--- config.mk ---
export PLATFORM = sky130hd
export DESIGN_NAME = banked_mem
export DESIGN_NICKNAME = d
export VERILOG_FILES = /design/src/rtl/banked_mem_pkg.sv /design/src/rtl/banked_mem_sat_cnt.sv /design/src/rtl/banked_mem.sv
export SDC_FILE = /design/constraint.sdc
export NUM_CORES = 1
export LEC_CHECK = 0
export ABC_AREA = 1
export CAP_MARGIN = 40
export CELL_PAD_IN_SITES_DETAIL_PLACEMENT = 0
export CELL_PAD_IN_SITES_GLOBAL_PLACEMENT = 1
export CORE_MARGIN = 3
export CORE_UTILIZATION = 27
export DETAILED_ROUTE_END_ITERATION = 8
export PLACE_DENSITY_LB_ADDON = 0.1
export SETUP_SLACK_MARGIN = 0.3
export SLEW_MARGIN = 20
export SYNTH_ARGS = -nofsm -noshare
export SYNTH_HDL_FRONTEND = slang
export SYNTH_SLANG_ARGS = --single-unit
--- constraint.sdc ---
create_clock -name clk -period 2.1 [get_ports clk]
set_clock_uncertainty 0.1 [all_clocks]
set_input_delay 0.315 -clock clk [delete_from_list [all_inputs] [get_ports clk]]
set_output_delay 0.315 -clock clk [all_outputs]
set_load 0.02 [all_outputs]
--- src/rtl/banked_mem_pkg.sv ---
`default_nettype none
// ============================================================================
// Module      : banked_mem_pkg
// Description : Shared defaults, response status type and bank-width helper
//               for the banked memory block.
// Revision    : 1.0 - initial release
// ============================================================================
package banked_mem_pkg;

  localparam int DEF_DATA_W    = 8;
  localparam int DEF_ADDR_W    = 4;
  localparam int DEF_NUM_BANKS = 4;
  localparam int DEF_CNT_W     = 32;

  typedef enum logic {
    OK       = 1'b0,
    ERR_BANK = 1'b1
  } rsp_status_e;

  // A single bank still needs a 1-bit select so out-of-range requests exist.
  function automatic int bank_w(input int num_banks);
    return (num_banks > 1) ? $clog2(num_banks) : 1;
  endfunction

endpackage
`default_nettype wire

--- src/rtl/banked_mem_sat_cnt.sv ---
`default_nettype none
// ============================================================================
// Module      : banked_mem_sat_cnt
// Description : Saturating event counter with synchronous clear priority.
// Revision    : 1.0 - initial release
// ============================================================================
module banked_mem_sat_cnt
  import banked_mem_pkg::*;
#(
  parameter int CNT_W = DEF_CNT_W
) (
  input  logic             clk,
  input  logic             rst_n,
  input  logic             inc,
  input  logic             clr,
  output logic [CNT_W-1:0] count
);

  logic [CNT_W-1:0] r_count;

  always_ff @(posedge clk or negedge rst_n) begin
    if (!rst_n) begin
      r_count <= '0;
    end else if (clr) begin
      r_count <= '0;
    end else if (inc && (r_count != {CNT_W{1'b1}})) begin
      r_count <= r_count + 1'b1;
    end
  end

  assign count = r_count;

endmodule
`default_nettype wire

--- src/rtl/banked_mem.sv ---
`default_nettype none
// ============================================================================
// Module      : banked_mem
// Description : Multi-bank single-port memory with valid/ready request and
//               read-response channels plus saturating access statistics.
// Revision    : 1.0 - initial release
// ============================================================================
module banked_mem
  import banked_mem_pkg::*;
#(
  parameter int DATA_W    = DEF_DATA_W,
  parameter int ADDR_W    = DEF_ADDR_W,
  parameter int NUM_BANKS = DEF_NUM_BANKS,
  parameter int CNT_W     = DEF_CNT_W
) (
  input  logic                         clk,
  input  logic                         rst_n,
  input  logic                         req_valid,
  output logic                         req_ready,
  input  logic                         req_write,
  input  logic [bank_w(NUM_BANKS)-1:0] req_bank,
  input  logic [ADDR_W-1:0]            req_addr,
  input  logic [DATA_W-1:0]            req_wdata,
  output logic                         rsp_valid,
  input  logic                         rsp_ready,
  output logic [DATA_W-1:0]            rsp_rdata,
  output logic                         rsp_err,
  input  logic                         clr_counters,
  output logic [CNT_W-1:0]             wr_count,
  output logic [CNT_W-1:0]             rd_count,
  output logic [CNT_W-1:0]             err_count
);

  localparam int              BANK_W      = bank_w(NUM_BANKS);
  localparam int              DEPTH       = 2 ** ADDR_W;
  localparam logic [BANK_W:0] C_NUM_BANKS = (BANK_W + 1)'(NUM_BANKS);

  logic [DATA_W-1:0] r_mem [NUM_BANKS][DEPTH];

  logic              r_rsp_valid;
  logic [DATA_W-1:0] r_rsp_rdata;
  rsp_status_e       r_rsp_status;

  logic              w_accept;
  logic              w_in_range;
  logic              w_wr_ok;
  logic              w_rd_acc;
  logic              w_rd_ok;
  logic              w_err;
  logic [DATA_W-1:0] w_rd_word;

  assign req_ready  = !r_rsp_valid || rsp_ready;
  assign w_accept   = req_valid && req_ready;
  assign w_in_range = ({1'b0, req_bank} < C_NUM_BANKS);
  assign w_wr_ok    = w_accept && req_write && w_in_range;
  assign w_rd_acc   = w_accept && !req_write;
  assign w_rd_ok    = w_rd_acc && w_in_range;
  assign w_err      = w_accept && !w_in_range;
  assign w_rd_word  = w_in_range ? r_mem[req_bank][req_addr] : '0;

  // Storage is deliberately left out of reset so contents survive rst_n.
  always_ff @(posedge clk) begin
    if (w_wr_ok) begin
      r_mem[req_bank][req_addr] <= req_wdata;
    end
  end

  // A new read replaces a consumed response at the same edge (no bubble).
  always_ff @(posedge clk or negedge rst_n) begin
    if (!rst_n) begin
      r_rsp_valid  <= 1'b0;
      r_rsp_rdata  <= '0;
      r_rsp_status <= OK;
    end else if (w_rd_acc) begin
      r_rsp_valid  <= 1'b1;
      r_rsp_rdata  <= w_rd_word;
      r_rsp_status <= w_in_range ? OK : ERR_BANK;
    end else if (rsp_ready) begin
      r_rsp_valid  <= 1'b0;
      r_rsp_rdata  <= '0;
      r_rsp_status <= OK;
    end
  end

  assign rsp_valid = r_rsp_valid;
  assign rsp_rdata = r_rsp_rdata;
  assign rsp_err   = (r_rsp_status == ERR_BANK);

  banked_mem_sat_cnt #(.CNT_W(CNT_W)) u_wr_cnt (
    .clk   (clk),
    .rst_n (rst_n),
    .inc   (w_wr_ok),
    .clr   (clr_counters),
    .count (wr_count)
  );

  banked_mem_sat_cnt #(.CNT_W(CNT_W)) u_rd_cnt (
    .clk   (clk),
    .rst_n (rst_n),
    .inc   (w_rd_ok),
    .clr   (clr_counters),
    .count (rd_count)
  );

  banked_mem_sat_cnt #(.CNT_W(CNT_W)) u_err_cnt (
    .clk   (clk),
    .rst_n (rst_n),
    .inc   (w_err),
    .clr   (clr_counters),
    .count (err_count)
  );

endmodule
`default_nettype wire

==> flow_summary.yaml <==
outcome:
  outcome: "finished, final reports clean"
clocking:
  cts_num_sinks: 585
  clkLatencyLatePin_ns: 0.62
  cts_htree_levels: 3
  clockBufferDepth: 3
  cts_made_buffers: 71
  cts_root_buf: "clkbuf_16"
  cts_tree: "done"
  path_clk_slew_ns: 0.06
timing:
  hold_viol: 0
  relSlewSlack: 0.630
  fin_hold_ws_ns: 0.112
  finalCritPeriodShare: 0.955
  final.min_clock_period_ns: 2.01
  worst_pin_slew_ns: 0.555
  setup_viol: 0
  fmax_mhz: 498
  rsz0062_at_grt: "yes"
  drv_slew: 0
synthesis:
  yosysMostFrequentCell: "nand2_1"
  post-synth-top-area-fraction: 0.583
  yosysSeqAreaShare: 0.652
  synth_compound_area_frac: 0.0122
  synth-edff-count: 512
  syn_avg_cell_area_sq_um: 9.32
  synth_xor_area_frac: 0.00664
  synthMuxAreaShare: 0
  ys_seq_elements: 585
  synthFlopType: "edfxtp_1"
  syn-cell-area_sq_um: 26400
  synth_area_leaders: "edfxtp_1, nand2_1, dfrtp_1, nor2_1, buf_2"
  yosysTopAreaCell: "edfxtp_1"
  yosys_warnings: 0
  synth_top_family_by_area: "simple AND/OR/NAND/NOR gates"
  synthTopCellsByCount: "nand2_1, edfxtp_1, nor2_1, inv_1, dfrtp_1"
  synthAdderAreaFrac: 0.000949
  async_flop_share: 0.125
  syn_inst: 2829
  synth-simple-area-share: 0.286
  yosys.cell_types.count: 34
global_route:
  grt_pass1_vias: 19900
  use_met3: 0.0223
  antenna_found_initial: 0
  grt_max_degree: 65
  grt_use_met2: 0.264
  grt-ovfl-total: 0
  grt_pass1_wl_mm: 128
  grt_util_met1: 0.243
  top_usage_layer: "met2"
  grt_use_total: 0.167
pwr:
  peakVddDrop_v: 0.000612
  p_total_mw: 27.0
  p_per_area_nw_per_um2: 787
  p_leak_nw: 14.2
die:
  core_sq_um: 95900
  ios: 127
  die_x_um: 318
  rows: 113
  start_util: 0.275
  die_area_sq_um: 101000
  die_y_um: 318
routing:
  via_count: 19700
  routed_wl_mm: 85.8
  drt-wirelength-per-cell_um: 19.3
  ant_nets: 0
  drtIter0Drc: 1353
  drt-pass1-iter-count: 5
  vias_per_cell: 4.44
  drc: 0
placement:
  dp.cells: 4273
  portBuffers: 93
  dp_hpwl_mm: 55.7
  gp_congestion: 0.796
critical_path:
  crit_start: "u_wr_cnt.count[0]$_DFFE_PN0P_"
  critPathCaptureType: "flip-flop"
  worst-path-max-fanout: 7
  cp_data_required_time_ns: 2.51
  crit_type: "reg2reg"
  slowest_delay_ns: 0.36
  path_cells: "ha_2 > nand2_2 > nor2_2 > inv_2 > nor2_4 > nand2_4 > nor2_4 > nand2_4 > nand2_4 > inv_4 > nor2_4 > buf_6 > inv_8 > buf_12 > nand2_2 > nand2_1"
  worstPathArrival_ns: 2.41
  timing.rr.start: "u_wr_cnt.count[0]$_DFFE_PN0P_"
  cpMaxStageDelayCell: "dfrtp_1"
  setup.worst_path.start_class: "flip-flop"
finish:
  area_delta_synth_final_pct: 29.9
  nNetsFinal: 3151
  post-route-util: 0.357
  layout-drive-gt1-share: 0.208
  fin_cells: 4451
worst_hold_path:
  hold_class: "in2reg"
  hold_path_startpoint: "req_wdata[4]"
job:
  drv_cap: 0
-- path summary, 6_finish.rpt --
check	endpoint	slack, ns	cells after the start
worst max-delay path	u_wr_cnt.count[19]$_DFFE_PN0P_	0.09	16
worst min-delay path	r_mem[1][36]$_DFFE_PP_	0.11	2
worst max register to register	u_wr_cnt.count[19]$_DFFE_PN0P_	0.09	16
worst min register to register	u_rd_cnt.count[10]$_DFFE_PN0P_	0.44	1
max in group asynchronous	u_rd_cnt.count[10]$_DFFE_PN0P_	1.06	3
min in group asynchronous	u_wr_cnt.count[10]$_DFFE_PN0P_	0.16	3
-- cell usage in the layout (no fill, tap or decap), types with 15 or more instances in the layout --
| cell type | netlist | routed |
|---|---|---|
| nand2_1 | 1548 | 1495 |
| edfxtp_1 | 512 | 512 |
| buf_4 | 38 | 169 |
| nor2_1 | 241 | 154 |
| nor2_4 | 3 | 76 |
| clkbuf_16 | 0 | 74 |
| inv_1 | 76 | 66 |
| dfrtp_1 | 73 | 59 |
| buf_2 | 59 | 58 |
| buf_12 | 0 | 53 |
| nand3_1 | 55 | 51 |
| conb_1 | 1 | 33 |
| nand4_1 | 32 | 32 |
| buf_6 | 1 | 32 |
| nand2_2 | 5 | 23 |
| nor3_1 | 35 | 22 |
| nand2_4 | 1 | 21 |
| nor2_2 | 5 | 19 |
| clkinv_1 | 1 | 17 |
| nand2_8 | 0 | 15 |
| clkinv_2 | 0 | 15 |
-- sequential cells by signal, summed over array words and instances (netlist names) --
register and count:
rsp_rdata 8, u_wr_cnt.count 32, r_mem 512, rsp_valid 1, u_rd_cnt.count 32
-- metrics by stage --
step | setup WS [ns] | setup TNS [ns] | cell area, sq um
2_1_floorplan | 0.0685 | 0 | 27200
3_3_place_gp | -0.447 | -164.51 | 30900
3_5_place_dp | -0.478 | -168.89 | 30900
4_1_cts | 0.0412 | 0 | 33800
5_1_grt | -0.0218 | -0.124 | 34300
6_report | 0.0935 | 0 | 34300
-- logic make-up (layout without fill, tap and decap cells) --
logic type               Yosys count  count (layout)
adder cells (fa/ha/maj)            2               2
AND/OR/NAND/NOR                 1933            1933
flip-flops                       585             585
other                              1              34
XOR/XNOR                          20              20
AO/OA/AOI/OAI                     55              55
buffers and inverters            233             557
-- power by group --
group / internal, mW / total [mW] / switching (mW)
combinational: 0.663 / 2.16 / 1.50
clock: 7.17 / 12.1 / 4.92
sequential: 12.7 / 12.7 / 0.0385
-- critical path, delay by kind of cell, from the launching register on --
family                   cells  cell delay (ns)
buffers and inverters        5             0.39
flip-flops                   1             0.36
adder cells (fa/ha/maj)      1             0.20
AND/OR/NAND/NOR             10             0.82
-- layer usage --
layer	part of all wire	wire [um]
met5	0	0
met4	0.020	1670
met3	0.038	3250
met2	0.45	38800
met1	0.49	42000
-- what timing repair did --
item | CTS | global route
resized for setup | 405 | 100
setup buffers | 26 | 16
hold buffers | 2 | 0
endpoints found under the hold margin | 73 | 0
pin swaps | 53 | 36
cloned | 3 | 1
setup endpoints to repair | 649 | 613
-- area by class of cell --
class                      count  area [sq um]
sequential                   585         17200
antenna                        1          2.50
tap                         1265          1580
inverter                      83           343
timing repair buffer         345          3380
multi-input combinational   2043          9420
clock buffer                  82          1870
clock inverter                47           440
fill                        9751         61600
Note: power is estimated with default switching activity, not from simulation.
